**src/rtl/hop_pkg.sv**
```systemverilog
// Shared definitions for the hop-chain benchmark family: the sequencer
// state type and the default timing constants every hopN design agrees on.
package hop_pkg;

  // Sequencer states, in the order a normal run visits them.
  typedef enum logic [2:0] {
    RST_HOLD = 3'd0,  // global reset asserted or still being synchronized
    RELEASE  = 3'd1,  // dropping stage resets one by one
    IDLE     = 3'd2,  // chain out of reset, waiting for a launch
    WAIT     = 3'd3,  // token in flight, latency counter running
    DONE     = 3'd4   // result latched, waiting for a relaunch
  } hop_seq_state_t;

  // A five-flop chain returns the token five cycles after launch.
  localparam int HOP_EXP_LAT  = 5;
  // Cycles each stage sits out of reset before the next one follows.
  localparam int HOP_HOLD_CYC = 4;
  // Cycles after launch before the token is declared lost.
  localparam int HOP_TIMEOUT  = 15;

endpackage

```
**src/rtl/rst_sync_2ff.sv**
```systemverilog
// rst_sync_2ff: asynchronous-assert, synchronous-deassert reset synchronizer.
// The output rises immediately with rst1 and falls on the second clock0 edge
// after rst1 is released, so downstream flops never see a release that races
// the clock.
module rst_sync_2ff (
  input  logic clock0,
  input  logic rst1,
  output logic rst_sync_o
);

  logic meta_q;
  logic sync_q;

  // Two-stage shift of the deasserted level; both stages preset by rst1.
  always_ff @(posedge clock0 or posedge rst1) begin
    if (rst1) begin
      meta_q <= 1'b1;
      sync_q <= 1'b1;
    end else begin
      // NOTE: non-blocking assignments make both stages sample their inputs
      // before either updates, so the level really takes two edges to pass.
      meta_q <= 1'b0;
      sync_q <= meta_q;
    end
  end

  assign rst_sync_o = sync_q;

endmodule

```
**src/rtl/hop_rst_seq.sv**
```systemverilog
// hop_rst_seq: after the global reset (or a software re-sequence request) it
// releases the per-stage resets of a hop chain lowest index first, spaced
// HOLD_CYC cycles apart. Once the chain is up, each go_i launches one start
// token and the cycles until it comes back on ff5_i are measured and judged
// against EXP_LAT. Any token seen outside a measurement is flagged sticky.
module hop_rst_seq
  import hop_pkg::*;
#(
  parameter int NUM_RST  = 3,
  parameter int HOLD_CYC = HOP_HOLD_CYC,
  parameter int EXP_LAT  = HOP_EXP_LAT,
  parameter int TIMEOUT  = HOP_TIMEOUT,
  parameter int CNT_W    = 4
) (
  input  logic               clock0,
  input  logic               rst1,
  input  logic               sw_rst_i,
  input  logic               go_i,
  input  logic               ff5_i,
  output logic [NUM_RST-1:0] rst_o,
  output logic               start_o,
  output logic               busy_o,
  output logic               done_o,
  output logic               pass_o,
  output logic               err_o,
  output logic [CNT_W-1:0]   lat_o
);

  // Counter values the comparisons need, sized to the counters.
  localparam logic [CNT_W-1:0] HOLD_LAST = CNT_W'(HOLD_CYC - 1);
  localparam logic [CNT_W-1:0] EXP_V     = CNT_W'(EXP_LAT);
  localparam logic [CNT_W-1:0] TIMEOUT_V = CNT_W'(TIMEOUT);

  // Synchronized global reset: asserts with rst1, releases on the 2nd edge.
  logic rst_sync;

  hop_seq_state_t     state_q,   state_d;
  logic [CNT_W-1:0]   hold_q,    hold_d;     // cycles since the last release step
  logic [CNT_W-1:0]   lat_cnt_q, lat_cnt_d;  // cycles since launch
  logic [NUM_RST-1:0] rst_q,     rst_d;
  logic               start_q,   start_d;
  logic               busy_q,    busy_d;
  logic               done_q,    done_d;
  logic               pass_q,    pass_d;
  logic               err_q,     err_d;
  logic [CNT_W-1:0]   lat_q,     lat_d;

  // Scratch values derived from the current state inside the comb process.
  logic [NUM_RST-1:0] rst_next;
  logic [CNT_W-1:0]   lat_next;

  rst_sync_2ff u_rst_sync (
    .clock0     (clock0),
    .rst1       (rst1),
    .rst_sync_o (rst_sync)
  );

  // State and output registers; everything returns to the held-reset values
  // the moment rst1 rises.
  always_ff @(posedge clock0 or posedge rst_sync) begin
    if (rst_sync) begin
      state_q   <= RST_HOLD;
      hold_q    <= '0;
      lat_cnt_q <= '0;
      rst_q     <= '1;
      start_q   <= 1'b0;
      busy_q    <= 1'b1;
      done_q    <= 1'b0;
      pass_q    <= 1'b0;
      err_q     <= 1'b0;
      lat_q     <= '0;
    end else begin
      state_q   <= state_d;
      hold_q    <= hold_d;
      lat_cnt_q <= lat_cnt_d;
      rst_q     <= rst_d;
      start_q   <= start_d;
      busy_q    <= busy_d;
      done_q    <= done_d;
      pass_q    <= pass_d;
      err_q     <= err_d;
      lat_q     <= lat_d;
    end
  end

  // Next-state and next-output logic for the sequencer.
  always_comb begin
    // NOTE: every variable gets a value before any branch, so paths that do
    // not mention it hold the register instead of inferring a latch.
    state_d   = state_q;
    hold_d    = hold_q;
    lat_cnt_d = lat_cnt_q;
    rst_d     = rst_q;
    start_d   = 1'b0;
    busy_d    = busy_q;
    done_d    = done_q;
    pass_d    = pass_q;
    lat_d     = lat_q;
    // A returning token is only legitimate while a measurement is running.
    err_d     = err_q | (ff5_i && (state_q != WAIT));
    // Clearing the lowest still-asserted bit of a thermometer code.
    rst_next  = rst_q << 1;
    lat_next  = lat_cnt_q + 1'b1;

    if (sw_rst_i) begin
      // Software re-sequence overrides everything, including a same-cycle go.
      state_d   = RELEASE;
      hold_d    = '0;
      lat_cnt_d = '0;
      rst_d     = '1;
      busy_d    = 1'b1;
      done_d    = 1'b0;
      pass_d    = 1'b0;
      err_d     = 1'b0;
      lat_d     = '0;
    end else begin
      case (state_q)
        // RST_HOLD is only ever clocked once the synchronizer has released,
        // and that release edge already counts as hold cycle 0, so it runs
        // the same stepping as RELEASE.
        RST_HOLD, RELEASE: begin
          if (hold_q == HOLD_LAST) begin
            hold_d = '0;
            rst_d  = rst_next;
            if (rst_next == '0) begin
              state_d = IDLE;
              busy_d  = 1'b0;
            end else begin
              state_d = RELEASE;
            end
          end else begin
            hold_d  = hold_q + 1'b1;
            state_d = RELEASE;
          end
        end

        IDLE, DONE: begin
          if (go_i) begin
            state_d   = WAIT;
            start_d   = 1'b1;
            lat_cnt_d = '0;
            busy_d    = 1'b1;
            done_d    = 1'b0;
            pass_d    = 1'b0;
          end
        end

        WAIT: begin
          if (ff5_i) begin
            state_d = DONE;
            lat_d   = lat_next;
            pass_d  = (lat_next == EXP_V);
            done_d  = 1'b1;
            busy_d  = 1'b0;
          end else if (lat_next == TIMEOUT_V) begin
            state_d = DONE;
            lat_d   = TIMEOUT_V;
            pass_d  = 1'b0;
            done_d  = 1'b1;
            busy_d  = 1'b0;
          end else begin
            lat_cnt_d = lat_next;
          end
        end

        default: begin
          state_d = RST_HOLD;
        end
      endcase
    end
  end

  assign rst_o   = rst_q;
  assign start_o = start_q;
  assign busy_o  = busy_q;
  assign done_o  = done_q;
  assign pass_o  = pass_q;
  assign err_o   = err_q;
  assign lat_o   = lat_q;

endmodule

```
**config.mk**
```make
export PLATFORM = sky130hd
export DESIGN_NAME = hop_rst_seq
export DESIGN_NICKNAME = d
export VERILOG_FILES = /design/src/rtl/hop_pkg.sv /design/src/rtl/rst_sync_2ff.sv /design/src/rtl/hop_rst_seq.sv
export SDC_FILE = /design/constraint.sdc
export NUM_CORES = 1
export LEC_CHECK = 0
export ABC_AREA = 1
export CORE_MARGIN = 4
export CORE_UTILIZATION = 35
export CTS_CLUSTER_DIAMETER = 100
export CTS_CLUSTER_SIZE = 10
export DETAILED_ROUTE_END_ITERATION = 8
export DONT_BUFFER_PORTS = 1
export SYNTH_ARGS = -nofsm -noshare
export SYNTH_HDL_FRONTEND = slang
export SYNTH_HIERARCHICAL = 1
export SYNTH_SLANG_ARGS = --single-unit
```
**constraint.sdc**
```tcl
create_clock -name clock0 -period 0.9 [get_ports clock0]
set_input_delay 0.18 -clock clock0 [delete_from_list [all_inputs] [get_ports clock0]]
set_output_delay 0.18 -clock clock0 [all_outputs]
set_load 0.005 [all_outputs]
```
==> impl_metrics.ini <==
[route]
post_drt_wl_per_cell_um = 13.0
drt-total-wl_mm = 3.31
post-route-drc-count = 0
via_per_inst = 4.78
firstDrtPassIters = 4
routed-via-count = 1219
drtIter0Drc = 47
ant_nets = 0

[yosys]
seq_area_frac_synth_pct = 47.2
syn_inst = 163
syn-num-nets = 172
ys_types = 31
yosys_warnings = 6
synth_seq_cells = 25
synthesis.area_mm2 = 0.00134
synth_top_cell_area_share_pct = 35.4
syn_avg_cell_area_um2 = 8.24
synth_top_area_cell = dfrtp_1
synth_area_leaders = dfrtp_1, dfstp_2, nand2_1

[clock_network]
cts_tree = built
cts_buffers = 3
htreeDepth = 1
path_clk_slew_ns = 0.10
cts_buffer_depth = 2
cts.sinks = 25
root_buffer = clkbuf_8
clock_latency_ns = 0.28

[worst_setup_path]
crit_path_max_fanout = 5
rr_startpoint = lat_cnt_q[1]
ff2ff_path_depth = 10
r2r-end = lat_cnt_q[0]
crit_type = reg -> reg
r2r_setup_slack_ns = -0.53
startpoint = lat_cnt_q[1]
worstSetupEndpoint = lat_cnt_q[0]
startpoint_type = flop
worstSetupEndpointType = flop
crit_required_ns = 1.08
cp.arrival_ns = 1.61

[power]
ir_worst_vdd_v = 0.000764
power_density_mw_per_mm2 = 1130
p_leak_uw = 0.000989

[global_routing]
grt_overflow_total = 0
grt_max_degree = 21
grt_pass1_wl_mm = 5.80
antenna_found_initial = 0
grt_pass1_vias = 1332
track_usage_pct = 14.5

[cells_and_area]
fin_nets = 217
n_antenna_cell = 0
final_util_pct = 54.3
fill_cells = 333
area_growth_pct = 49.1
final_common_cell = nand2_1
drive_gt1_share_pct = 52.2
final_cell_mix = nand2_1, buf_4, inv_1
stdcell_area_mm2 = 0.00200

[placement]
dp_hpwl_mm = 2.27
dpl_cell_area_mm2 = 0.00166
numPortBuffers = 0
gp_congestion = 0.825

[timing]
setup-tns-final_ns = -10.02
holdWs_ns = 0.0562
setup_violations = 27
rsz0062_at_grt = yes
slew_viol_final = 0
fmax_mhz = 701
finClkSkew_ns = 0.0137
fin_crit_sh_pct = 158
layout_setup_ws_ns = -0.526
hold_viol = 0
post-route-min-period_ns = 1.43

[status]
outcome = finished with violations
violations = negative setup slack

[die]
num_rows = 22
start_util_pct = 36.4
dieWidth_um = 69.9
core_region_area_mm2 = 0.00369
die_h_um = 69.9
ios = 17
die-area_mm2 = 0.00489

[flow_run]
cap_viol_max_count = 0

[worst_hold_path]
min_path_type = in -> reg
[area by class of cell]
class | instances | area, µm² | area share, %
sequential | 25 | 637 | 31.8
clock buffer | 3 | 41.3 | 2.06
tap | 48 | 60.1 | 3.00
inverter | 27 | 104 | 5.19
timing repair buffer | 40 | 363 | 18.1
clock inverter | 1 | 5.00 | 0.250
multi-input combinational | 111 | 792 | 39.6
[state kept, by name, summed over array words and instances (netlist names), 3 cells and up]
register / flops
lat_o: 4
state_q: 3
lat_cnt_q: 4
hold_q: 4
rst_o: 3
[critical path, cell delays in order (launching register included)]
cell and delay (ns):
dfrtp_1 0.43, buf_4 0.16, ha_1 0.18, inv_2 0.07, nor2_4 0.04, nand2_4 0.09
nand2_4 0.07, nand2_4 0.11, nand2_4 0.07, nand2_1 0.06, nand2_1 0.04
[logic make-up after synthesis]
family / share of synthesized area (%)
flip-flops: 47.2
buffers and inverters: 8.29
XOR/XNOR: 1.30
other: 0.279
AND/OR/NAND/NOR: 30.8
adder cells (fa/ha/maj): 3.73
AO/OA/AOI/OAI: 8.39
[per-layer routing]
metal  share of wire [%]  global-route usage, %
met1                  40                   17.0
met2                  54                   25.3
met3                 3.8                   2.73
met4                 1.8                   7.23
met5                   0                      0
[cells in the mapped netlist, drive strengths merged]
| cell type | n |
|---|---|
| nand4 | 3 |
| a21o | 1 |
| o211ai | 1 |
| o21ai | 9 |
| ha | 4 |
| nand3b | 1 |
| nor2 | 14 |
| dfstp | 6 |
| nor3 | 2 |
| xnor2 | 1 |
| conb | 1 |
| inv | 27 |
| o22ai | 2 |
| xor2 | 1 |
| dfrtp | 19 |
| o21a | 1 |
| nand2 | 49 |
| a21oi | 5 |
| nand3 | 15 |
| buf | 1 |
[how the worst min path moves through the flow]
stage / cells after the start / start / endpoint
after CTS: 2 / sw_rst_i / rst_o[1]
after floorplan: 1 / rst1 / u_rst_sync/meta_q
final: 2 / sw_rst_i / hold_q[0]
after global placement: 1 / rst1 / u_rst_sync/meta_q
after global routing: 2 / sw_rst_i / hold_q[0]
after detailed placement: 1 / rst1 / u_rst_sync/meta_q
[through the flow]
step | power, µW | cells | worst slack (ns)
after detailed placement | 1530 | 240 | -0.571
after global placement | 1520 | 240 | -0.448
final | 2270 | 255 | -0.526
after global routing | 2380 | 255 | -0.598
after CTS | 2260 | 254 | -0.495
after floorplan | 1410 | 163 | -0.440
[what timing repair did]
action | 4_1_cts | 5_1_grt
resized for setup | 26 | 29
endpoints found under the setup margin | 27 | 28
hold buffers | 2 | 0
setup buffers | 8 | 3
pin swaps | 10 | 20
cloned | 1 | 0
endpoints found under the hold margin | 5 | 0
[power breakdown]
group / switching (µW) / total (µW) / internal, µW / leakage, µW
Combinational: 182 / 350 / 168 / 0.000648
Sequential: 35.1 / 1230 / 1190 / 0.000316
Clock: 380 / 691 / 311 / 0.0000255
Total: 597 / 2270 / 1670 / 0.000989
(Power assumes the default switching activity.)
